$ cat src/rtl/multi_port_mem_ctrl_if.sv
// Requester-side bundle: per-port request fields flattened per port, shared response.
// Latency: none, wiring only.
// Backpressure: a requester holds req_en until its rsp_rdy pulse.
interface multi_port_mem_ctrl_if #(
  parameter int NUM_PORTS = 3
);
  logic [NUM_PORTS-1:0]    req_en;
  logic [32*NUM_PORTS-1:0] req_addr;
  logic [2*NUM_PORTS-1:0]  req_size;
  logic [NUM_PORTS-1:0]    req_wr;
  logic [NUM_PORTS-1:0]    req_sign;
  logic [32*NUM_PORTS-1:0] req_wdata;
  logic [NUM_PORTS-1:0]    rsp_rdy;
  logic [31:0]             rsp_data;

  modport master (
    output req_en, req_addr, req_size, req_wr, req_sign, req_wdata,
    input  rsp_rdy, rsp_data
  );

  modport slave (
    input  req_en, req_addr, req_size, req_wr, req_sign, req_wdata,
    output rsp_rdy, rsp_data
  );
endinterface

$ cat src/rtl/multi_port_mem_ctrl.sv
// Arbitrates NUM_PORTS requesters onto one byte-serial RAM/IO bus, 1/2/4-byte reads and writes.
// Latency: accept to rsp_rdy = n+1 edges; back-to-back accepts spaced n+3 edges.
// Backpressure: rdy_in=0 or io_buffer_full=1 freezes every register; flush aborts maskable reads.
module multi_port_mem_ctrl #(
  parameter int                   NUM_PORTS  = 3,
  parameter bit                   RR_MODE    = 1'b1,
  parameter logic [NUM_PORTS-1:0] FLUSH_MASK = 3'b011
) (
  input  logic                   clk_in,
  input  logic                   rst_in,
  input  logic                   rdy_in,
  input  logic                   io_buffer_full,
  input  logic                   flush,
  input  logic [7:0]             mem_din,
  output logic [7:0]             mem_dout,
  output logic [31:0]            mem_a,
  output logic                   mem_wr,
  multi_port_mem_ctrl_if.slave   bus
);

  localparam int PW = (NUM_PORTS > 1) ? $clog2(NUM_PORTS) : 1;

  typedef enum logic [1:0] {IDLE, XFER, DONE} state_t;

  state_t                 state_q, state_nxt;
  logic [PW-1:0]          port_q, port_nxt;
  logic [PW-1:0]          rr_q, rr_nxt;
  logic [2:0]             n_q, n_nxt;
  logic [2:0]             cnt_q, cnt_nxt;
  logic                   wr_q, wr_nxt;
  logic                   sign_q, sign_nxt;
  logic [31:0]            wdata_q, wdata_nxt;
  logic [31:0]            rd_buf_q, rd_buf_nxt;
  logic [31:0]            mem_a_nxt;
  logic [7:0]             mem_dout_nxt;
  logic                   mem_wr_nxt;
  logic [NUM_PORTS-1:0]   rsp_rdy_q, rsp_rdy_nxt;
  logic [31:0]            rsp_data_q, rsp_data_nxt;

  logic                   gnt_vld;
  logic [PW-1:0]          gnt_idx;
  logic [PW-1:0]          cand;
  logic [7:0]             wbyte;
  logic [31:0]            rd_word;
  logic [31:0]            rd_ext;
  logic                   run_en;

  logic [31:0]            addr_arr  [NUM_PORTS];
  logic [31:0]            wdata_arr [NUM_PORTS];
  logic [1:0]             size_arr  [NUM_PORTS];

  for (genvar p = 0; p < NUM_PORTS; p++) begin : g_unpack
    assign addr_arr[p]  = bus.req_addr[32*p +: 32];
    assign wdata_arr[p] = bus.req_wdata[32*p +: 32];
    assign size_arr[p]  = bus.req_size[2*p +: 2];
  end

  assign run_en       = rdy_in && !io_buffer_full;
  assign bus.rsp_rdy  = rsp_rdy_q;
  assign bus.rsp_data = rsp_data_q;

  // Size code 3 is an alias of 4 bytes.
  function automatic logic [2:0] size_bytes(input logic [1:0] s);
    case (s)
      2'd0:    return 3'd1;
      2'd1:    return 3'd2;
      default: return 3'd4;
    endcase
  endfunction

  // Grant search: scan from the rr pointer (or from 0 in fixed mode); the nearest requester wins.
  always_comb begin
    gnt_vld = 1'b0;
    gnt_idx = '0;
    cand    = '0;
    for (int k = NUM_PORTS - 1; k >= 0; k--) begin
      int pos;
      pos = k + (RR_MODE ? int'(rr_q) : 0);
      if (pos >= NUM_PORTS) pos = pos - NUM_PORTS;
      cand = PW'(pos);
      if (bus.req_en[cand]) begin
        gnt_vld = 1'b1;
        gnt_idx = cand;
      end
    end
  end

  // Byte datapath: outgoing write byte, read word with the byte arriving this edge merged in, extension.
  always_comb begin
    wbyte   = 8'h00;
    rd_word = rd_buf_q;
    for (int b = 0; b < 4; b++) begin
      if (cnt_q == 3'(b)) wbyte = wdata_q[8*b +: 8];
      if (cnt_q == 3'(b + 2)) rd_word[8*b +: 8] = mem_din;
    end
    case (n_q)
      3'd1:    rd_ext = sign_q ? {{24{rd_word[7]}}, rd_word[7:0]}   : {24'h0, rd_word[7:0]};
      3'd2:    rd_ext = sign_q ? {{16{rd_word[15]}}, rd_word[15:0]} : {16'h0, rd_word[15:0]};
      default: rd_ext = rd_word;
    endcase
  end

  // Next-state and next-output logic; every register holds unless a branch below moves it.
  always_comb begin
    state_nxt    = state_q;
    port_nxt     = port_q;
    rr_nxt       = rr_q;
    n_nxt        = n_q;
    cnt_nxt      = cnt_q;
    wr_nxt       = wr_q;
    sign_nxt     = sign_q;
    wdata_nxt    = wdata_q;
    rd_buf_nxt   = rd_buf_q;
    mem_a_nxt    = mem_a;
    mem_dout_nxt = mem_dout;
    mem_wr_nxt   = mem_wr;
    rsp_rdy_nxt  = rsp_rdy_q;
    rsp_data_nxt = rsp_data_q;

    case (state_q)
      IDLE: begin
        if (gnt_vld) begin
          port_nxt     = gnt_idx;
          n_nxt        = size_bytes(size_arr[gnt_idx]);
          wr_nxt       = bus.req_wr[gnt_idx];
          sign_nxt     = bus.req_sign[gnt_idx];
          wdata_nxt    = wdata_arr[gnt_idx];
          rd_buf_nxt   = '0;
          mem_a_nxt    = addr_arr[gnt_idx];
          mem_wr_nxt   = bus.req_wr[gnt_idx];
          mem_dout_nxt = wdata_arr[gnt_idx][7:0];
          cnt_nxt      = 3'd1;
          state_nxt    = XFER;
        end
      end
      XFER: begin
        cnt_nxt = cnt_q + 3'd1;
        if (cnt_q < n_q) begin
          mem_a_nxt = mem_a + 32'd1;
          if (wr_q) begin
            mem_dout_nxt = wbyte;
            mem_wr_nxt   = 1'b1;
          end
        end else begin
          mem_wr_nxt = 1'b0;
        end
        // Read bytes land two edges after their address because of the RAM's registered output.
        if (!wr_q && cnt_q >= 3'd2) rd_buf_nxt = rd_word;
        if (cnt_q == n_q + 3'd1) begin
          rsp_rdy_nxt          = '0;
          rsp_rdy_nxt[port_q]  = 1'b1;
          rsp_data_nxt         = wr_q ? 32'h0 : rd_ext;
          state_nxt            = DONE;
        end
      end
      DONE: begin
        rsp_rdy_nxt = '0;
        rr_nxt      = (port_q == PW'(NUM_PORTS - 1)) ? '0 : port_q + 1'b1;
        state_nxt   = IDLE;
      end
      default: state_nxt = IDLE;
    endcase

    // Flush drops an in-flight read from a maskable port, including one about to respond.
    if (flush && state_q != IDLE && !wr_q && FLUSH_MASK[port_q]) begin
      state_nxt   = IDLE;
      rsp_rdy_nxt = '0;
      mem_wr_nxt  = 1'b0;
      rr_nxt      = rr_q;
    end
  end

  // State register; a stall freezes everything, reset clears bus outputs asynchronously.
  always_ff @(posedge clk_in or negedge rst_in) begin
    if (!rst_in) begin
      state_q    <= IDLE;
      port_q     <= '0;
      rr_q       <= '0;
      n_q        <= 3'd1;
      cnt_q      <= '0;
      wr_q       <= 1'b0;
      sign_q     <= 1'b0;
      wdata_q    <= '0;
      rd_buf_q   <= '0;
      mem_a      <= '0;
      mem_dout   <= '0;
      mem_wr     <= 1'b0;
      rsp_rdy_q  <= '0;
      rsp_data_q <= '0;
    end else if (run_en) begin
      state_q    <= state_nxt;
      port_q     <= port_nxt;
      rr_q       <= rr_nxt;
      n_q        <= n_nxt;
      cnt_q      <= cnt_nxt;
      wr_q       <= wr_nxt;
      sign_q     <= sign_nxt;
      wdata_q    <= wdata_nxt;
      rd_buf_q   <= rd_buf_nxt;
      mem_a      <= mem_a_nxt;
      mem_dout   <= mem_dout_nxt;
      mem_wr     <= mem_wr_nxt;
      rsp_rdy_q  <= rsp_rdy_nxt;
      rsp_data_q <= rsp_data_nxt;
    end
  end

endmodule
$ cat src/flat_wrapper.sv
// flat-port wrapper written by rule: the top's interface ports become plain ports
module multi_port_mem_ctrl_flat 
#(
  parameter int                   NUM_PORTS  = 3,
  parameter bit                   RR_MODE    = 1'b1,
  parameter logic [NUM_PORTS-1:0] FLUSH_MASK = 3'b011
)
  (clk_in, rst_in, rdy_in, io_buffer_full, flush, mem_din, mem_dout, mem_a, mem_wr, bus_req_en, bus_req_addr, bus_req_size, bus_req_wr, bus_req_sign, bus_req_wdata, bus_rsp_rdy, bus_rsp_data);
  multi_port_mem_ctrl_if #(.NUM_PORTS(NUM_PORTS)) bus_i ();
  input  logic clk_in;
  input  logic rst_in;
  input  logic rdy_in;
  input  logic io_buffer_full;
  input  logic flush;
  input  logic [7:0] mem_din;
  output logic [7:0] mem_dout;
  output logic [31:0] mem_a;
  output logic mem_wr;
  input wire logic [$bits(bus_i.req_en)-1:0] bus_req_en;
  input wire logic [$bits(bus_i.req_addr)-1:0] bus_req_addr;
  input wire logic [$bits(bus_i.req_size)-1:0] bus_req_size;
  input wire logic [$bits(bus_i.req_wr)-1:0] bus_req_wr;
  input wire logic [$bits(bus_i.req_sign)-1:0] bus_req_sign;
  input wire logic [$bits(bus_i.req_wdata)-1:0] bus_req_wdata;
  output wire logic [$bits(bus_i.rsp_rdy)-1:0] bus_rsp_rdy;
  output wire logic [$bits(bus_i.rsp_data)-1:0] bus_rsp_data;
  assign bus_i.req_en = bus_req_en;
  assign bus_i.req_addr = bus_req_addr;
  assign bus_i.req_size = bus_req_size;
  assign bus_i.req_wr = bus_req_wr;
  assign bus_i.req_sign = bus_req_sign;
  assign bus_i.req_wdata = bus_req_wdata;
  assign bus_rsp_rdy = bus_i.rsp_rdy;
  assign bus_rsp_data = bus_i.rsp_data;
  multi_port_mem_ctrl #(.NUM_PORTS(NUM_PORTS), .RR_MODE(RR_MODE), .FLUSH_MASK(FLUSH_MASK)) u_core (.clk_in(clk_in), .rst_in(rst_in), .rdy_in(rdy_in), .io_buffer_full(io_buffer_full), .flush(flush), .mem_din(mem_din), .mem_dout(mem_dout), .mem_a(mem_a), .mem_wr(mem_wr), .bus(bus_i));
endmodule
$ cat config.mk
export PLATFORM = sky130hd
export DESIGN_NAME = multi_port_mem_ctrl_flat
export DESIGN_NICKNAME = d
export VERILOG_FILES = /design/src/rtl/multi_port_mem_ctrl_if.sv /design/src/rtl/multi_port_mem_ctrl.sv /design/src/flat_wrapper.sv
export SDC_FILE = /design/constraint.sdc
export NUM_CORES = 1
export LEC_CHECK = 0
export BUFFER_PORTS_ARGS = -buffer_cell sky130_fd_sc_hd__buf_2
export CAP_MARGIN = 40
export CORE_UTILIZATION = 56
export CTS_CLUSTER_DIAMETER = 40
export DETAILED_ROUTE_END_ITERATION = 10
export GPL_TIMING_DRIVEN = 0
export PLACE_DENSITY = 0.9
export SYNTH_ARGS = -nofsm -noshare
export SYNTH_HDL_FRONTEND = slang
export SYNTH_SLANG_ARGS = --single-unit
$ cat constraint.sdc
create_clock -name clk_in -period 4.96 [get_ports clk_in]
set_input_delay 0 -clock clk_in [delete_from_list [all_inputs] [get_ports clk_in]]
set_output_delay 0 -clock clk_in [all_outputs]
set_load 0.02 [all_outputs]
==> flow_summary.html, run 1 <==
<table>
<tr><th>Metric</th><th>Value</th></tr>
<tr><th colspan="2">Outcome</th></tr>
<tr><td>Run status</td><td>finished, violations left</td></tr>
<tr><td>Violated checks</td><td>negative hold slack</td></tr>
<tr><th colspan="2">Worst setup path</th></tr>
<tr><td>Element type at the critical path start</td><td>register</td></tr>
<tr><td>Startpoint-to-endpoint class of the critical path</td><td>reg2reg</td></tr>
<tr><td>Beginning of the critical path</td><td>u_core.rr_q[0]</td></tr>
<tr><td>Worst reg2reg path depth</td><td>11</td></tr>
<tr><td>R2R setup slack</td><td>0.77 ns</td></tr>
<tr><td>Crit-path slowest cell</td><td>clkbuf_1</td></tr>
<tr><td>CP required</td><td>5.28 ns</td></tr>
<tr><td>Sum of buffers and inverters on the critical path</td><td>6</td></tr>
<tr><td>End of the worst register-to-register path</td><td>u_core.mem_a[5]</td></tr>
<tr><td>Ordered list of cells on the worst path</td><td>inv_1 &gt; ha_1 &gt; buf_2 &gt; a21oi_1 &gt; o22a_1 &gt; clkbuf_1 &gt; clkbuf_1 &gt; nand4_1 &gt; dlygate4sd3_1 &gt; a22o_1 &gt; dlygate4sd3_1</td></tr>
<tr><td>Start of the worst register-to-register path</td><td>u_core.rr_q[0]</td></tr>
<tr><td>Arrival time of data at the critical path endpoint</td><td>4.52 ns</td></tr>
<tr><td>Endpoint class of the critical path</td><td>register</td></tr>
<tr><td>Worst stage delay on the critical path</td><td>0.65 ns</td></tr>
<tr><td>CP delay by family, top</td><td>buffers and inverters</td></tr>
<tr><td>Max Fanout on Critical Path</td><td>10</td></tr>
<tr><th colspan="2">Clock network</th></tr>
<tr><td>Clk Latency, worst-skew pair</td><td>0.44 ns</td></tr>
<tr><td>Max H-tree Level</td><td>4</td></tr>
<tr><td>CTS clock-pin slew for the worst setup and hold paths</td><td>0.07 ns</td></tr>
<tr><td>Clock Root Buffer</td><td>clkbuf_16</td></tr>
<tr><td>Gates resized, CTS repair</td><td>0</td></tr>
<tr><td>CTS buffer count</td><td>17</td></tr>
<tr><td>Clock Sinks</td><td>154</td></tr>
<tr><td>CTS tree</td><td>built</td></tr>
<tr><td>Total setup buffers inserted after CTS</td><td>0</td></tr>
<tr><td>Clock Tree Buf Depth</td><td>2</td></tr>
<tr><th colspan="2">Die</th></tr>
<tr><td>Ports placed on the boundary</td><td>296</td></tr>
<tr><td>Die width</td><td>131 µm</td></tr>
<tr><td>Die Outline Area</td><td>17,100 µm²</td></tr>
<tr><td>Effective utilization at floorplan</td><td>0.579</td></tr>
<tr><td>Row count</td><td>46</td></tr>
<tr><td>Area of the placeable core</td><td>16,100 µm²</td></tr>
<tr><td>Vert. Die Dim</td><td>131 µm</td></tr>
<tr><th colspan="2">Routing</th></tr>
<tr><td>1st-pass router iterations</td><td>7</td></tr>
<tr><td>Antenna Violating Nets Remaining</td><td>0</td></tr>
<tr><td>DRC marker count from the first detailed-route iteration</td><td>1,199</td></tr>
<tr><td>Vias per std cell</td><td>6.34</td></tr>
<tr><td>DRC violations left</td><td>0</td></tr>
<tr><td>Final wirelength</td><td>36,700 µm</td></tr>
<tr><td>Via count of the routed design</td><td>11,000</td></tr>
<tr><td>Routed wire per std cell</td><td>21.2 µm</td></tr>
<tr><th colspan="2">Finish</th></tr>
<tr><td>Nets@finish</td><td>1,739</td></tr>
<tr><td>Number of fill cells</td><td>1,075</td></tr>
<tr><td>Total area of multi-input combinational cells</td><td>5010 µm²</td></tr>
<tr><td>Post-Route Utilization</td><td>0.786</td></tr>
<tr><td>Signed area change from the synthesized netlist to the final layout</td><td>35.8%</td></tr>
<tr><td>Proportion of layout cells with a drive suffix above 1</td><td>0.255</td></tr>
<tr><td>Sequential cell area</td><td>3850 µm²</td></tr>
<tr><th colspan="2">Yosys</th></tr>
<tr><td>EDFF count, synth</td><td>0</td></tr>
<tr><td>Yosys warning count</td><td>0</td></tr>
<tr><td>Synth top area share</td><td>0.412</td></tr>
<tr><td>Largest cells by area after synthesis</td><td>dfrtp_1, nand2_1, o21ai_0</td></tr>
<tr><td>Flip-flop cell with the highest count after synthesis</td><td>dfrtp_1</td></tr>
<tr><td>Register bit count reported by yosys</td><td>154</td></tr>
<tr><td>FFs w/ async S/R, synth</td><td>1.00</td></tr>
<tr><td>Largest area contributor in the netlist</td><td>dfrtp_1</td></tr>
<tr><td>Cell variety after synth</td><td>76</td></tr>
<tr><td>Gate count of the mapped netlist</td><td>1,091</td></tr>
<tr><td>Synthesized net count</td><td>1,326</td></tr>
<tr><td>Synthesized area</td><td>9300 µm²</td></tr>
<tr><td>Synth top cells by count</td><td>nand2_1, dfrtp_1, o21ai_0</td></tr>
<tr><td>Synthesized area per cell</td><td>8.52 µm²</td></tr>
<tr><td>Most numerous cell in the Yosys netlist</td><td>nand2_1</td></tr>
<tr><td>Portion of the post-synthesis area used by sequential elements</td><td>0.415</td></tr>
<tr><th colspan="2">Global routing</th></tr>
<tr><td>Total global-route track usage</td><td>0.439</td></tr>
<tr><td>Maximum number of pins on one net before global-route repair</td><td>89</td></tr>
<tr><td>Antenna violations before repair</td><td>1</td></tr>
<tr><td>Number of global-route vias before repair</td><td>10,800</td></tr>
<tr><td>Remaining global-route overflow</td><td>0</td></tr>
<tr><td>Wire length of the first global-routing pass</td><td>56,200 µm</td></tr>
<tr><th colspan="2">Timing</th></tr>
<tr><td>Tightest slew margin relative to the limit</td><td>0.424</td></tr>
<tr><td>Final clock skew</td><td>0.0119 ns</td></tr>
<tr><td>Unrepaired setup endpoints after global routing</td><td>false</td></tr>
<tr><td>Max Freq</td><td>238 MHz</td></tr>
<tr><td>Hold Violations, Final</td><td>1</td></tr>
<tr><td>Final Slew Violations</td><td>0</td></tr>
<tr><td>Tightest hold margin</td><td>-0.00667 ns</td></tr>
<tr><td>Period minus WS final</td><td>4.19 ns</td></tr>
<tr><td>Final-report setup violation count</td><td>0</td></tr>
<tr><td>Least-Margin Pin Slew</td><td>0.861 ns</td></tr>
<tr><td>Setup TNS Final</td><td>0 ns</td></tr>
<tr><td>Final clock period utilization by the worst path</td><td>0.846</td></tr>
<tr><th colspan="2">Power</th></tr>
<tr><td>Logic pwr share</td><td>0.555</td></tr>
<tr><td>Power share of the clock group</td><td>0.162</td></tr>
<tr><td>Leakage power</td><td>0.00631 µW</td></tr>
<tr><td>PnR Total Power</td><td>7830 µW</td></tr>
<tr><td>Peak supply drop</td><td>0.393 mV</td></tr>
<tr><td>Register share of total power</td><td>0.283</td></tr>
<tr><td>Internal power</td><td>4120 µW</td></tr>
<tr><td>Fraction of power spent switching nets</td><td>0.473</td></tr>
<tr><td>Net switching power figure</td><td>3700 µW</td></tr>
<tr><td>P per Cell Area</td><td>620 nW/µm²</td></tr>
<tr><th colspan="2">Flow run</th></tr>
<tr><td>Max Cap Violations</td><td>0</td></tr>
<tr><th colspan="2">Worst hold path</th></tr>
<tr><td>Hold depth</td><td>4</td></tr>
<tr><td>Destination of the worst hold path</td><td>u_core.wdata_q[2]</td></tr>
<tr><td>Beginning of the worst hold path</td><td>bus_req_wdata[2]</td></tr>
<tr><td>Hold WC Path Type</td><td>in2reg</td></tr>
<tr><th colspan="2">Placement</th></tr>
<tr><td>Final estimated routing congestion in global placement</td><td>0.977</td></tr>
<tr><td>Count of buffers from port buffering</td><td>295</td></tr>
<tr><td>DP Wirelength</td><td>25,700 µm</td></tr>
</table>
==> worst reg2reg max path: cells and delay by family, from the launching register on <==
kind	cells	cell delay [ns]
simple gates	1	0.15
buf+inv	6	2.68
flops	1	0.39
fa+ha+maj	1	0.23
compound gates	3	0.62
==> power groups by stage <==
stage | Sequential [µW] | Combinational (µW) | Clock [µW]
floorplan | 2370 | 2320 | 0
global route | 2260 | 4680 | 1320
global placement | 2170 | 3810 | 0
detailed placement | 2190 | 3900 | 0
finish | 2220 | 4340 | 1270
CTS | 2180 | 4190 | 1250
==> placed cells by master, fill, tap and decap left out, types with 23 or more instances in the layout <==
cell type | Yosys | routed
a21oi_1 | 42 | 42
a22o_1 | 33 | 33
and3_1 | 43 | 43
buf_2 | 31 | 326
clkbuf_1 | 40 | 42
dfrtp_1 | 153 | 153
dlygate4sd3_1 | 0 | 97
mux2i_1 | 35 | 35
nand2_1 | 214 | 214
nand3_1 | 36 | 36
nor2_1 | 55 | 55
nor3_1 | 23 | 23
o21ai_0 | 104 | 104
o31ai_1 | 35 | 35
==> stage by stage <==
| stage | worst slack [ns] | instances | cell area (µm²) | hold slack (ns) |
|---|---|---|---|---|
| after floorplan | 2.57 | 1091 | 9300 | -0.296 |
| after global placement | 1.69 | 1602 | 11000 | 0.271 |
| after detailed placement | 1.77 | 1603 | 11100 | 0.123 |
| after CTS | 0.856 | 1732 | 12600 | 0.00246 |
| after global routing | 0.604 | 1734 | 12600 | 0.0125 |
| final | 0.765 | 1735 | 12600 | -0.00667 |
==> state kept, by name, indices dropped and copies added, names as in the netlist <==
| register | count |
|---|---|
| u_core.bus.rsp_rdy | 3 |
| u_core.n_q | 3 |
| u_core.mem_a | 32 |
| u_core.wr_q | 1 |
| u_core.wdata_q | 32 |
| u_core.cnt_q | 3 |
| u_core.rr_q | 2 |
| u_core.mem_wr | 1 |
| u_core.state_q | 2 |
| u_core.rd_buf_q | 32 |
| u_core.port_q | 2 |
| u_core.sign_q | 1 |
| u_core.bus.rsp_data | 32 |
| u_core.mem_dout | 8 |
==> per-layer routing <==
metal,global-route usage,up-vias,share of wire
met5,0,-,0
met4,0.342,0,0.075
met3,0.114,208,0.099
met2,0.713,829,0.47
met1,0.495,5153,0.35
li1,-,4807,-
==> worst max path at each step <==
stage / endpoint / slack, ns / cells past startpoint
CTS: u_core.mem_a[5] / 0.86 / 11
global placement: u_core.mem_a[13] / 1.69 / 1
floorplan: u_core.mem_a[21] / 2.57 / 10
global route: u_core.mem_a[5] / 0.60 / 11
detailed placement: u_core.mem_a[15] / 1.77 / 9
finish: u_core.mem_a[5] / 0.77 / 11
==> cell families (layout without fill, tap and decap cells) <==
| kind of cell | Yosys count | after routing | share of synthesized area |
|---|---|---|---|
| buffers and inverters | 97 | 523 | 0.0463 |
| DFF | 154 | 154 | 0.415 |
| muxes | 43 | 43 | 0.0474 |
| xor gates and xnor gates | 3 | 3 | 0.00283 |
| adders and majority gates | 15 | 15 | 0.0202 |
| other | 0 | 2 | 0 |
| and+or+nand+nor | 439 | 439 | 0.222 |
| AOI/OAI and AO/OA | 340 | 340 | 0.246 |
==> cell type report <==
cell class | instances | share of cell area
antenna | 2 | 0.000396
buffer | 79 | 0.0287
clock buffer | 22 | 0.0376
clock inverter | 10 | 0.00723
inverter | 18 | 0.00535
multi-input combinational | 840 | 0.397
sequential | 154 | 0.305
tap | 216 | 0.0214
timing repair buffer | 394 | 0.197
==> what timing repair did <==
action,CTS,global route
hold buffers,97,0
endpoints found under the setup margin,0,0
hold endpoints to repair,158,0
(Power assumes the default switching activity.)
==> run 2, diff against run 1 <==
--- a/config.mk
+++ b/config.mk
@@ -5,13 +5,14 @@
 export SDC_FILE = /design/constraint.sdc
 export NUM_CORES = 1
 export LEC_CHECK = 0
+export ABC_AREA = 1
 export BUFFER_PORTS_ARGS = -buffer_cell sky130_fd_sc_hd__buf_2
 export CAP_MARGIN = 40
-export CORE_UTILIZATION = 56
+export CORE_UTILIZATION = 48
 export CTS_CLUSTER_DIAMETER = 40
 export DETAILED_ROUTE_END_ITERATION = 10
 export GPL_TIMING_DRIVEN = 0
-export PLACE_DENSITY = 0.9
+export PLACE_DENSITY = 0.81
 export SYNTH_ARGS = -nofsm -noshare
 export SYNTH_HDL_FRONTEND = slang
 export SYNTH_SLANG_ARGS = --single-unit
==> constraint.sdc (replaced) <==
create_clock -name clk_in -period 3.8 [get_ports clk_in]
set_input_delay 0 -clock clk_in [delete_from_list [all_inputs] [get_ports clk_in]]
set_output_delay 0 -clock clk_in [all_outputs]
set_load 0.02 [all_outputs]
==> flow_summary.html, run 2 <==
<table>
<tr><th>Metric</th><th>Value</th></tr>
<tr><th colspan="2">Outcome</th></tr>
<tr><td>Run status</td><td>complete, no violations (was finished, violations left)</td></tr>
<tr><th colspan="2">Yosys</th></tr>
<tr><td>Gate count of the mapped netlist</td><td>1,467 (was 1,091)</td></tr>
<tr><td>Synth top cells by count</td><td>nand2_1, nand3_1, dfrtp_1 (was nand2_1, dfrtp_1, o21ai_0)</td></tr>
<tr><td>FFs w/ async S/R, synth</td><td>1.00 (unchanged)</td></tr>
<tr><td>Flip-flop cell with the highest count after synthesis</td><td>dfrtp_1 (unchanged)</td></tr>
<tr><td>Portion of the post-synthesis area used by sequential elements</td><td>0.381 (was 0.415)</td></tr>
<tr><td>Synth top area share</td><td>0.378 (was 0.412)</td></tr>
<tr><td>Largest area contributor in the netlist</td><td>dfrtp_1 (unchanged)</td></tr>
<tr><td>Synthesized net count</td><td>1,702 (was 1,326)</td></tr>
<tr><td>Synthesized area per cell</td><td>6.91 µm² (was 8.52 µm²)</td></tr>
<tr><td>EDFF count, synth</td><td>0 (unchanged)</td></tr>
<tr><td>Yosys warning count</td><td>0 (unchanged)</td></tr>
<tr><td>Synthesized area</td><td>10,100 µm² (was 9300 µm²)</td></tr>
<tr><td>Register bit count reported by yosys</td><td>154 (unchanged)</td></tr>
<tr><td>Cell variety after synth</td><td>45 (was 76)</td></tr>
<tr><td>Most numerous cell in the Yosys netlist</td><td>nand2_1 (unchanged)</td></tr>
<tr><td>Largest cells by area after synthesis</td><td>dfrtp_1, nand2_1, nand3_1 (was dfrtp_1, nand2_1, o21ai_0)</td></tr>
<tr><th colspan="2">Worst setup path</th></tr>
<tr><td>Element type at the critical path start</td><td>register (unchanged)</td></tr>
<tr><td>Arrival time of data at the critical path endpoint</td><td>3.96 ns (was 4.52 ns)</td></tr>
<tr><td>Critical path's most frequent cell</td><td>nand2_1</td></tr>
<tr><td>Worst stage delay on the critical path</td><td>0.57 ns (was 0.65 ns)</td></tr>
<tr><td>Max Fanout on Critical Path</td><td>10 (unchanged)</td></tr>
<tr><td>Endpoint class of the critical path</td><td>register (unchanged)</td></tr>
<tr><td>Sum of buffers and inverters on the critical path</td><td>5 (was 6)</td></tr>
<tr><td>Levels on crit path</td><td>18 (was 11)</td></tr>
<tr><td>Crit-path slowest cell</td><td>dlygate4sd3_1 (was clkbuf_1)</td></tr>
<tr><td>Ordered list of cells on the worst path</td><td>inv_1 &gt; ha_1 &gt; inv_2 &gt; nand2_1 &gt; nand2_1 &gt; nand2_1 &gt; nand2_1 &gt; nand2_1 &gt; nand2_1 &gt; nand2_2 &gt; nand2_8 &gt; buf_4 &gt; nand2_1 &gt; nand3_1 &gt; nand2_1 &gt; dlygate4sd3_1 &gt; o21ai_1 &gt; dlygate4sd3_1 (was inv_1 &gt; ha_1 &gt; buf_2 &gt; a21oi_1 &gt; o22a_1 &gt; clkbuf_1 &gt; clkbuf_1 &gt; nand4_1 &gt; dlygate4sd3_1 &gt; a22o_1 &gt; dlygate4sd3_1)</td></tr>
<tr><td>Startpoint-to-endpoint class of the critical path</td><td>reg2reg (unchanged)</td></tr>
<tr><td>CP delay by family, top</td><td>buffers and inverters (unchanged)</td></tr>
<tr><td>CP required</td><td>4.17 ns (was 5.28 ns)</td></tr>
<tr><td>Worst reg2reg path depth</td><td>18 (was 11)</td></tr>
<tr><th colspan="2">Placement</th></tr>
<tr><td>Placement-stage worst setup slack</td><td>1.13 ns (was 1.77 ns)</td></tr>
<tr><td>Post-placement cell area</td><td>12,000 µm² (was 11,100 µm²)</td></tr>
<tr><td>DP Wirelength</td><td>28,800 µm (was 25,700 µm)</td></tr>
<tr><td>Count of buffers from port buffering</td><td>295 (unchanged)</td></tr>
<tr><td>Final estimated routing congestion in global placement</td><td>0.971 (was 0.977)</td></tr>
<tr><th colspan="2">Clock network</th></tr>
<tr><td>CTS tree</td><td>built (unchanged)</td></tr>
<tr><td>Max H-tree Level</td><td>4 (unchanged)</td></tr>
<tr><td>Clk Latency, worst-skew pair</td><td>0.44 ns (about the same)</td></tr>
<tr><td>Total setup buffers inserted after CTS</td><td>0 (unchanged)</td></tr>
<tr><td>Clock Tree Buf Depth</td><td>2 (unchanged)</td></tr>
<tr><td>Clock Root Buffer</td><td>clkbuf_16 (unchanged)</td></tr>
<tr><td>CTS clock-pin slew for the worst setup and hold paths</td><td>0.07 ns (about the same)</td></tr>
<tr><td>CTS buffer count</td><td>17 (unchanged)</td></tr>
<tr><td>Clock Sinks</td><td>154 (unchanged)</td></tr>
<tr><th colspan="2">Routing</th></tr>
<tr><td>Via count of the routed design</td><td>12,200 (was 11,000)</td></tr>
<tr><td>Vias per std cell</td><td>5.62 (was 6.34)</td></tr>
<tr><td>Antenna Violating Nets Remaining</td><td>0 (unchanged)</td></tr>
<tr><td>DRC marker count from the first detailed-route iteration</td><td>1,113 (was 1,199)</td></tr>
<tr><td>Final wirelength</td><td>39,800 µm (was 36,700 µm)</td></tr>
<tr><td>Routed wire per std cell</td><td>18.2 µm (was 21.2 µm)</td></tr>
<tr><td>DRC violations left</td><td>0 (unchanged)</td></tr>
<tr><td>1st-pass router iterations</td><td>6 (was 7)</td></tr>
<tr><th colspan="2">Timing</th></tr>
<tr><td>Hold Violations, Final</td><td>0 (was 1)</td></tr>
<tr><td>Setup TNS Final</td><td>0 ns (unchanged)</td></tr>
<tr><td>Tightest hold margin</td><td>0.000805 ns (was -0.00667 ns)</td></tr>
<tr><td>Worst setup margin</td><td>0.217 ns (was 0.765 ns)</td></tr>
<tr><td>Final clock period utilization by the worst path</td><td>0.943 (was 0.846)</td></tr>
<tr><td>Tightest slew margin relative to the limit</td><td>0.428 (was 0.424)</td></tr>
<tr><td>Max Freq</td><td>279 MHz (was 238 MHz)</td></tr>
<tr><td>Final clock skew</td><td>0.0115 ns (was 0.0119 ns)</td></tr>
<tr><td>Period minus WS final</td><td>3.58 ns (was 4.19 ns)</td></tr>
<tr><td>Least-Margin Pin Slew</td><td>0.858 ns (was 0.861 ns)</td></tr>
<tr><td>Final-report setup violation count</td><td>0 (unchanged)</td></tr>
<tr><td>Unrepaired setup endpoints after global routing</td><td>false (unchanged)</td></tr>
<tr><td>Final Slew Violations</td><td>0 (unchanged)</td></tr>
<tr><th colspan="2">Power</th></tr>
<tr><td>PnR Total Power</td><td>12,200 µW (was 7830 µW)</td></tr>
<tr><td>P per Cell Area</td><td>887 nW/µm² (was 620 nW/µm²)</td></tr>
<tr><td>Leakage power</td><td>0.00723 µW (was 0.00631 µW)</td></tr>
<tr><td>Peak supply drop</td><td>0.689 mV (was 0.393 mV)</td></tr>
<tr><th colspan="2">Die</th></tr>
<tr><td>Vert. Die Dim</td><td>147 µm (was 131 µm)</td></tr>
<tr><td>Area of the placeable core</td><td>20,500 µm² (was 16,100 µm²)</td></tr>
<tr><td>Die Outline Area</td><td>21,700 µm² (was 17,100 µm²)</td></tr>
<tr><td>Effective utilization at floorplan</td><td>0.494 (was 0.579)</td></tr>
<tr><td>Ports placed on the boundary</td><td>296 (unchanged)</td></tr>
<tr><td>Row count</td><td>52 (was 46)</td></tr>
<tr><td>Die width</td><td>147 µm (was 131 µm)</td></tr>
<tr><th colspan="2">Finish</th></tr>
<tr><td>Antenna Diode Count</td><td>0 (was 2)</td></tr>
<tr><td>Final cell area excluding filler cells</td><td>13,800 µm² (was 12,600 µm²)</td></tr>
<tr><td>Most frequent cells in the layout</td><td>nand2_1, buf_2, nand3_1, dfrtp_1, inv_1 (was buf_2, nand2_1, dfrtp_1, o21ai_0, dlygate4sd3_1)</td></tr>
<tr><td>Nets@finish</td><td>2,133 (was 1,739)</td></tr>
<tr><td>Proportion of layout cells with a drive suffix above 1</td><td>0.222 (was 0.255)</td></tr>
<tr><td>Most common library cell in the layout ignoring fill and taps</td><td>nand2_1 (was buf_2)</td></tr>
<tr><td>Signed area change from the synthesized netlist to the final layout</td><td>35.8% (about the same)</td></tr>
<tr><th colspan="2">Global routing</th></tr>
<tr><td>Maximum number of pins on one net before global-route repair</td><td>83 (was 89)</td></tr>
<tr><td>Total global-route track usage</td><td>0.369 (was 0.439)</td></tr>
<tr><td>Antenna violations before repair</td><td>1 (unchanged)</td></tr>
<tr><td>Wire length of the first global-routing pass</td><td>61,500 µm (was 56,200 µm)</td></tr>
<tr><td>Number of global-route vias before repair</td><td>11,900 (was 10,800)</td></tr>
<tr><td>Remaining global-route overflow</td><td>0 (unchanged)</td></tr>
<tr><th colspan="2">Worst hold path</th></tr>
<tr><td>Hold WC Path Type</td><td>in2reg (unchanged)</td></tr>
<tr><td>Hold depth</td><td>7 (was 4)</td></tr>
<tr><th colspan="2">Flow run</th></tr>
<tr><td>Max Cap Violations</td><td>0 (unchanged)</td></tr>
</table>
[run 2: changes by cell type in the layout (fill, tap and decap cells not counted), moves of 33 or more]
cell     change
nand2_1    +174
and3_1      -43
o31ai_1     -33
nand3_1    +129
o21ai_0     +40
nor2_1      +69
inv_1      +133
mux2i_1     -35
o21ai_1     +35
a22o_1      -33
[run 2: worst reg2reg max path, delay by kind of cell, from the launching register on]
family,cells,cell delay (ns)
compound gates,1,0.15
fa+ha+maj,1,0.35
buf+inv,5,1.58
flops,1,0.39
simple gates,11,1.06
[run 2: cell families (layout without fill, tap and decap cells)]
kind of cell,count (synthesis),in the layout,synth area share
mux,7,7,0.00778
flops,154,154,0.381
buf+inv,240,684,0.0981
compound gates,289,289,0.160
fa+ha+maj,15,15,0.0185
simple gates,750,750,0.324
xor+xnor,12,12,0.0104
[run 2: path summary, 6_finish.rpt]
check	slack (ns)	from	end
hold / removal	0.0008	bus_req_addr[7]	u_core.mem_a[7]
setup reg to reg	0.22	u_core.rr_q[0]	u_core.n_q[0]
setup / recovery	0.22	u_core.rr_q[0]	u_core.n_q[0]
max in group asynchronous	2.73	rst_in	u_core.n_q[0]
min in group asynchronous	0.19	rst_in	u_core.bus.rsp_data[24]
hold reg to reg	0.48	u_core.bus.rsp_rdy[0]	u_core.bus.rsp_rdy[0]
[run 2: stage by stage]
stage	cells	utilization
CTS	2181	0.671
finish	2181	0.671
global route	2181	0.671
global placement	2032	0.583
floorplan	1467	-
detailed placement	2033	0.584
[run 2: timing repair]
item                                    in CTS  in global routing
endpoints found under the hold margin      158                  0
endpoints found under the setup margin       0                  1
hold buffers                               116                  0
gates resized for setup                      0                  1
[run 2: area by class of cell]
type	count	area, µm²
plain buffers	75	374
clock buffers	22	474
clock inverters	10	133
fillers	1720	6740
inverters	165	619
multi-input cells	1073	5290
flip-flops and latches	154	3850
well taps	270	338
repair buffers	412	2670
[run 2: where the power goes]
group	internal, µW	switching, µW	total [µW]	leakage (µW)
Clock	1030	747	1780	0.000291
Sequential	2310	622	2930	0.00198
Combinational	2560	4920	7490	0.00496
Total	5900	6290	12200	0.00723
[run 2: metal layers]
metal / global-route usage / share of wire
met1: 0.447 / 0.38
met2: 0.624 / 0.48
met3: 0.0575 / 0.084
met4: 0.210 / 0.053
met5: 0 / 0.00033
==> run 3, diff against run 2 <==
--- a/config.mk
+++ b/config.mk
@@ -8,11 +8,12 @@
 export ABC_AREA = 1
 export BUFFER_PORTS_ARGS = -buffer_cell sky130_fd_sc_hd__buf_2
 export CAP_MARGIN = 40
-export CORE_UTILIZATION = 48
+export CORE_UTILIZATION = 30
 export CTS_CLUSTER_DIAMETER = 40
 export DETAILED_ROUTE_END_ITERATION = 10
 export GPL_TIMING_DRIVEN = 0
-export PLACE_DENSITY = 0.81
+export PLACE_DENSITY = 0.54
+export SLEW_MARGIN = 20
 export SYNTH_ARGS = -nofsm -noshare
 export SYNTH_HDL_FRONTEND = slang
 export SYNTH_SLANG_ARGS = --single-unit
==> constraint.sdc (replaced) <==
create_clock -name clk_in -period 4.3 [get_ports clk_in]
set_input_delay 0 -clock clk_in [delete_from_list [all_inputs] [get_ports clk_in]]
set_output_delay 0 -clock clk_in [all_outputs]
set_load 0.02 [all_outputs]
==> flow_summary.html, run 3 (synthesis results as in run 2) <==
<table>
<tr><th>Metric</th><th>Value</th></tr>
<tr><th colspan="2">Clock network</th></tr>
<tr><td>Clock Root Buffer</td><td>clkbuf_16 (unchanged)</td></tr>
<tr><td>Gates resized, CTS repair</td><td>0 (unchanged)</td></tr>
<tr><td>CTS clock-pin slew for the worst setup and hold paths</td><td>0.07 ns (about the same)</td></tr>
<tr><td>CTS tree</td><td>built (unchanged)</td></tr>
<tr><td>Clock Tree Buf Depth</td><td>2 (unchanged)</td></tr>
<tr><td>Clock Sinks</td><td>154 (unchanged)</td></tr>
<tr><td>CTS buffer count</td><td>17 (unchanged)</td></tr>
<tr><td>Clk Latency, worst-skew pair</td><td>0.44 ns (about the same)</td></tr>
<tr><td>Max H-tree Level</td><td>4 (unchanged)</td></tr>
<tr><th colspan="2">Routing</th></tr>
<tr><td>Routed wire per std cell</td><td>18.0 µm (was 18.2 µm)</td></tr>
<tr><td>DRC marker count from the first detailed-route iteration</td><td>716 (was 1,113)</td></tr>
<tr><td>DRC violations left</td><td>0 (unchanged)</td></tr>
<tr><td>Antenna Violating Nets Remaining</td><td>0 (unchanged)</td></tr>
<tr><td>Via count of the routed design</td><td>11,700 (was 12,200)</td></tr>
<tr><td>Final wirelength</td><td>42,200 µm (was 39,800 µm)</td></tr>
<tr><td>1st-pass router iterations</td><td>5 (was 6)</td></tr>
<tr><td>Vias per std cell</td><td>4.97 (was 5.62)</td></tr>
<tr><th colspan="2">Global routing</th></tr>
<tr><td>Antenna violations before repair</td><td>1 (unchanged)</td></tr>
<tr><td>Total global-route track usage</td><td>0.248 (was 0.369)</td></tr>
<tr><td>Maximum number of pins on one net before global-route repair</td><td>95 (was 83)</td></tr>
<tr><td>Wire length of the first global-routing pass</td><td>63,900 µm (was 61,500 µm)</td></tr>
<tr><td>Remaining global-route overflow</td><td>0 (unchanged)</td></tr>
<tr><td>Number of global-route vias before repair</td><td>11,300 (was 11,900)</td></tr>
<tr><th colspan="2">Timing</th></tr>
<tr><td>Setup TNS Final</td><td>0 ns (unchanged)</td></tr>
<tr><td>Tightest slew margin relative to the limit</td><td>0.482 (was 0.428)</td></tr>
<tr><td>Unrepaired setup endpoints after global routing</td><td>false (unchanged)</td></tr>
<tr><td>Final-report setup violation count</td><td>0 (unchanged)</td></tr>
<tr><td>Hold Violations, Final</td><td>0 (unchanged)</td></tr>
<tr><td>Max Freq</td><td>300 MHz (was 279 MHz)</td></tr>
<tr><td>Least-Margin Pin Slew</td><td>0.778 ns (was 0.858 ns)</td></tr>
<tr><td>Final clock skew</td><td>0.0171 ns (was 0.0115 ns)</td></tr>
<tr><td>Final clock period utilization by the worst path</td><td>0.775 (was 0.943)</td></tr>
<tr><td>Final Slew Violations</td><td>0 (unchanged)</td></tr>
<tr><td>Period minus WS final</td><td>3.33 ns (was 3.58 ns)</td></tr>
<tr><th colspan="2">Worst setup path</th></tr>
<tr><td>Ordered list of cells on the worst path</td><td>inv_1 &gt; ha_1 &gt; inv_2 &gt; nand2_1 &gt; nand2_1 &gt; nand2_1 &gt; nand2_1 &gt; nand2_1 &gt; nand2_1 &gt; nand2_2 &gt; nand2_4 &gt; buf_2 &gt; nand3_1 &gt; o21ai_1 &gt; o21ai_1 &gt; dlygate4sd3_1 (was inv_1 &gt; ha_1 &gt; inv_2 &gt; nand2_1 &gt; nand2_1 &gt; nand2_1 &gt; nand2_1 &gt; nand2_1 &gt; nand2_1 &gt; nand2_2 &gt; nand2_8 &gt; buf_4 &gt; nand2_1 &gt; nand3_1 &gt; nand2_1 &gt; dlygate4sd3_1 &gt; o21ai_1 &gt; dlygate4sd3_1)</td></tr>
<tr><td>Endpoint class of the critical path</td><td>register (unchanged)</td></tr>
<tr><td>Max Fanout on Critical Path</td><td>10 (unchanged)</td></tr>
<tr><td>Startpoint-to-endpoint class of the critical path</td><td>reg2reg (unchanged)</td></tr>
<tr><td>CP required</td><td>4.66 ns (was 4.17 ns)</td></tr>
<tr><td>Element type at the critical path start</td><td>register (unchanged)</td></tr>
<tr><td>Worst reg2reg path depth</td><td>16 (was 18)</td></tr>
<tr><td>R2R setup slack</td><td>0.97 ns (was 0.22 ns)</td></tr>
<tr><td>Crit-path slowest cell</td><td>dlygate4sd3_1 (unchanged)</td></tr>
<tr><td>Arrival time of data at the critical path endpoint</td><td>3.69 ns (was 3.96 ns)</td></tr>
<tr><td>Critical path's most frequent cell</td><td>nand2_1 (unchanged)</td></tr>
<tr><td>End of the worst register-to-register path</td><td>u_core.n_q[0] (unchanged)</td></tr>
<tr><td>Start of the worst register-to-register path</td><td>u_core.rr_q[0] (unchanged)</td></tr>
<tr><td>Worst stage delay on the critical path</td><td>0.56 ns (was 0.57 ns)</td></tr>
<tr><th colspan="2">Worst hold path</th></tr>
<tr><td>Hold depth</td><td>5 (was 7)</td></tr>
<tr><td>Hold WC Path Type</td><td>in2reg (unchanged)</td></tr>
<tr><td>Destination of the worst hold path</td><td>u_core.mem_a[27] (was u_core.mem_a[7])</td></tr>
<tr><td>Beginning of the worst hold path</td><td>bus_req_addr[59] (was bus_req_addr[7])</td></tr>
<tr><th colspan="2">Placement</th></tr>
<tr><td>Post-placement cell area</td><td>12,200 µm² (was 12,000 µm²)</td></tr>
<tr><td>DP Wirelength</td><td>32,400 µm (was 28,800 µm)</td></tr>
<tr><td>Count of buffers from port buffering</td><td>295 (unchanged)</td></tr>
<tr><td>Final estimated routing congestion in global placement</td><td>0.944 (was 0.971)</td></tr>
<tr><th colspan="2">Finish</th></tr>
<tr><td>Most common library cell in the layout ignoring fill and taps</td><td>nand2_1 (unchanged)</td></tr>
<tr><td>Signed area change from the synthesized netlist to the final layout</td><td>36.6% (was 35.8%)</td></tr>
<tr><td>Proportion of layout cells with a drive suffix above 1</td><td>0.224 (was 0.222)</td></tr>
<tr><td>Nets@finish</td><td>2,123 (was 2,133)</td></tr>
<tr><td>Most frequent cells in the layout</td><td>nand2_1, buf_2, nand3_1, dfrtp_1, inv_1 (unchanged)</td></tr>
<tr><td>Final cell area excluding filler cells</td><td>13,800 µm² (about the same)</td></tr>
<tr><td>Antenna Diode Count</td><td>0 (unchanged)</td></tr>
<tr><th colspan="2">Die</th></tr>
<tr><td>Row count</td><td>66 (was 52)</td></tr>
<tr><td>Effective utilization at floorplan</td><td>0.308 (was 0.494)</td></tr>
<tr><td>Vert. Die Dim</td><td>186 µm (was 147 µm)</td></tr>
<tr><td>Ports placed on the boundary</td><td>296 (unchanged)</td></tr>
<tr><td>Die width</td><td>186 µm (was 147 µm)</td></tr>
<tr><td>Area of the placeable core</td><td>32,900 µm² (was 20,500 µm²)</td></tr>
<tr><td>Die Outline Area</td><td>34,500 µm² (was 21,700 µm²)</td></tr>
<tr><th colspan="2">Power</th></tr>
<tr><td>P per Cell Area</td><td>778 nW/µm² (was 887 nW/µm²)</td></tr>
<tr><td>Leakage power</td><td>0.00719 µW (was 0.00723 µW)</td></tr>
<tr><td>Peak supply drop</td><td>0.323 mV (was 0.689 mV)</td></tr>
<tr><th colspan="2">Outcome</th></tr>
<tr><td>Run status</td><td>complete, no violations (unchanged)</td></tr>
<tr><th colspan="2">Flow run</th></tr>
<tr><td>Max Cap Violations</td><td>0 (unchanged)</td></tr>
</table>
[run 3: changes by cell type in the layout (fill, tap and decap cells not counted), moves of 2 or more]
cell | previous run | this run
clkinv_2 | 0 | 2
clkinv_4 | 3 | 1
clkbuf_8 | 3 | 1
clkbuf_1 | 32 | 30
inv_6 | 1 | 7
dlygate4sd3_1 | 116 | 106
[run 3: worst max-delay path by stage]
stage,startpoint,endpoint,slack [ns]
floorplan,u_core.rr_q[0],u_core.rd_buf_q[16],2.27
global placement,rst_in,u_core.mem_a[25],0.70
detailed placement,u_core.rr_q[0],u_core.mem_dout[5],1.46
CTS,u_core.rr_q[0],u_core.n_q[0],0.99
global route,u_core.rr_q[0],u_core.mem_a[17],0.67
finish,u_core.rr_q[0],u_core.n_q[0],0.97
[run 3: where the power goes]
part	total (µW)	leakage, µW	switching [µW]	internal [µW]
combinational	6650	0.00493	4440	2200
clock	1530	0.000281	702	829
sequential	2580	0.00198	545	2040
[run 3: final cells by class]
cell class                 instances  area (µm²)
timing repair buffer             402        2570
multi-input combinational       1073        5280
sequential                       154        3850
clock buffer                      18         439
clock inverter                    14         136
inverter                         165         619
fill                            3553       19000
buffer                            75         374
tap                              442         553
[run 3: worst max-delay path, delay by kind of cell (launching register included)]
family / cells / cell delay (ns)
flops: 1 / 0.38
compound gates: 2 / 0.32
simple gates: 9 / 1.06
buf+inv: 4 / 1.14
fa+ha+maj: 1 / 0.35
[run 3: layer usage]
layer / track usage / vias up / share of wire
li1: - / 5650 / -
met2: 0.414 / 452 / 0.47
met1: 0.318 / 5479 / 0.44
met3: 0.0389 / 69 / 0.058
met5: 0 / - / 0.00038
met4: 0.0980 / 2 / 0.033
[run 3: timing repair]
action | in CTS | in global routing
endpoints found under the hold margin | 135 | 0
setup buffers | 0 | 0
hold buffers | 106 | 0
[run 3: stage by stage]
| step | hold WS [ns] | power [µW] | setup slack (ns) | instances | utilization |
|---|---|---|---|---|---|
| 2_1_floorplan | -0.296 | 6400 | 2.27 | 1467 | - |
| 3_3_place_gp | 0.248 | 8710 | 0.703 | 2204 | 0.370 |
| 3_5_place_dp | -0.0197 | 8770 | 1.46 | 2205 | 0.371 |
| 4_1_cts | 0.00150 | 10800 | 0.994 | 2343 | 0.421 |
| 5_1_grt | 0.0355 | 11600 | 0.671 | 2343 | 0.421 |
| 6_report | 0.00213 | 10800 | 0.967 | 2343 | 0.421 |
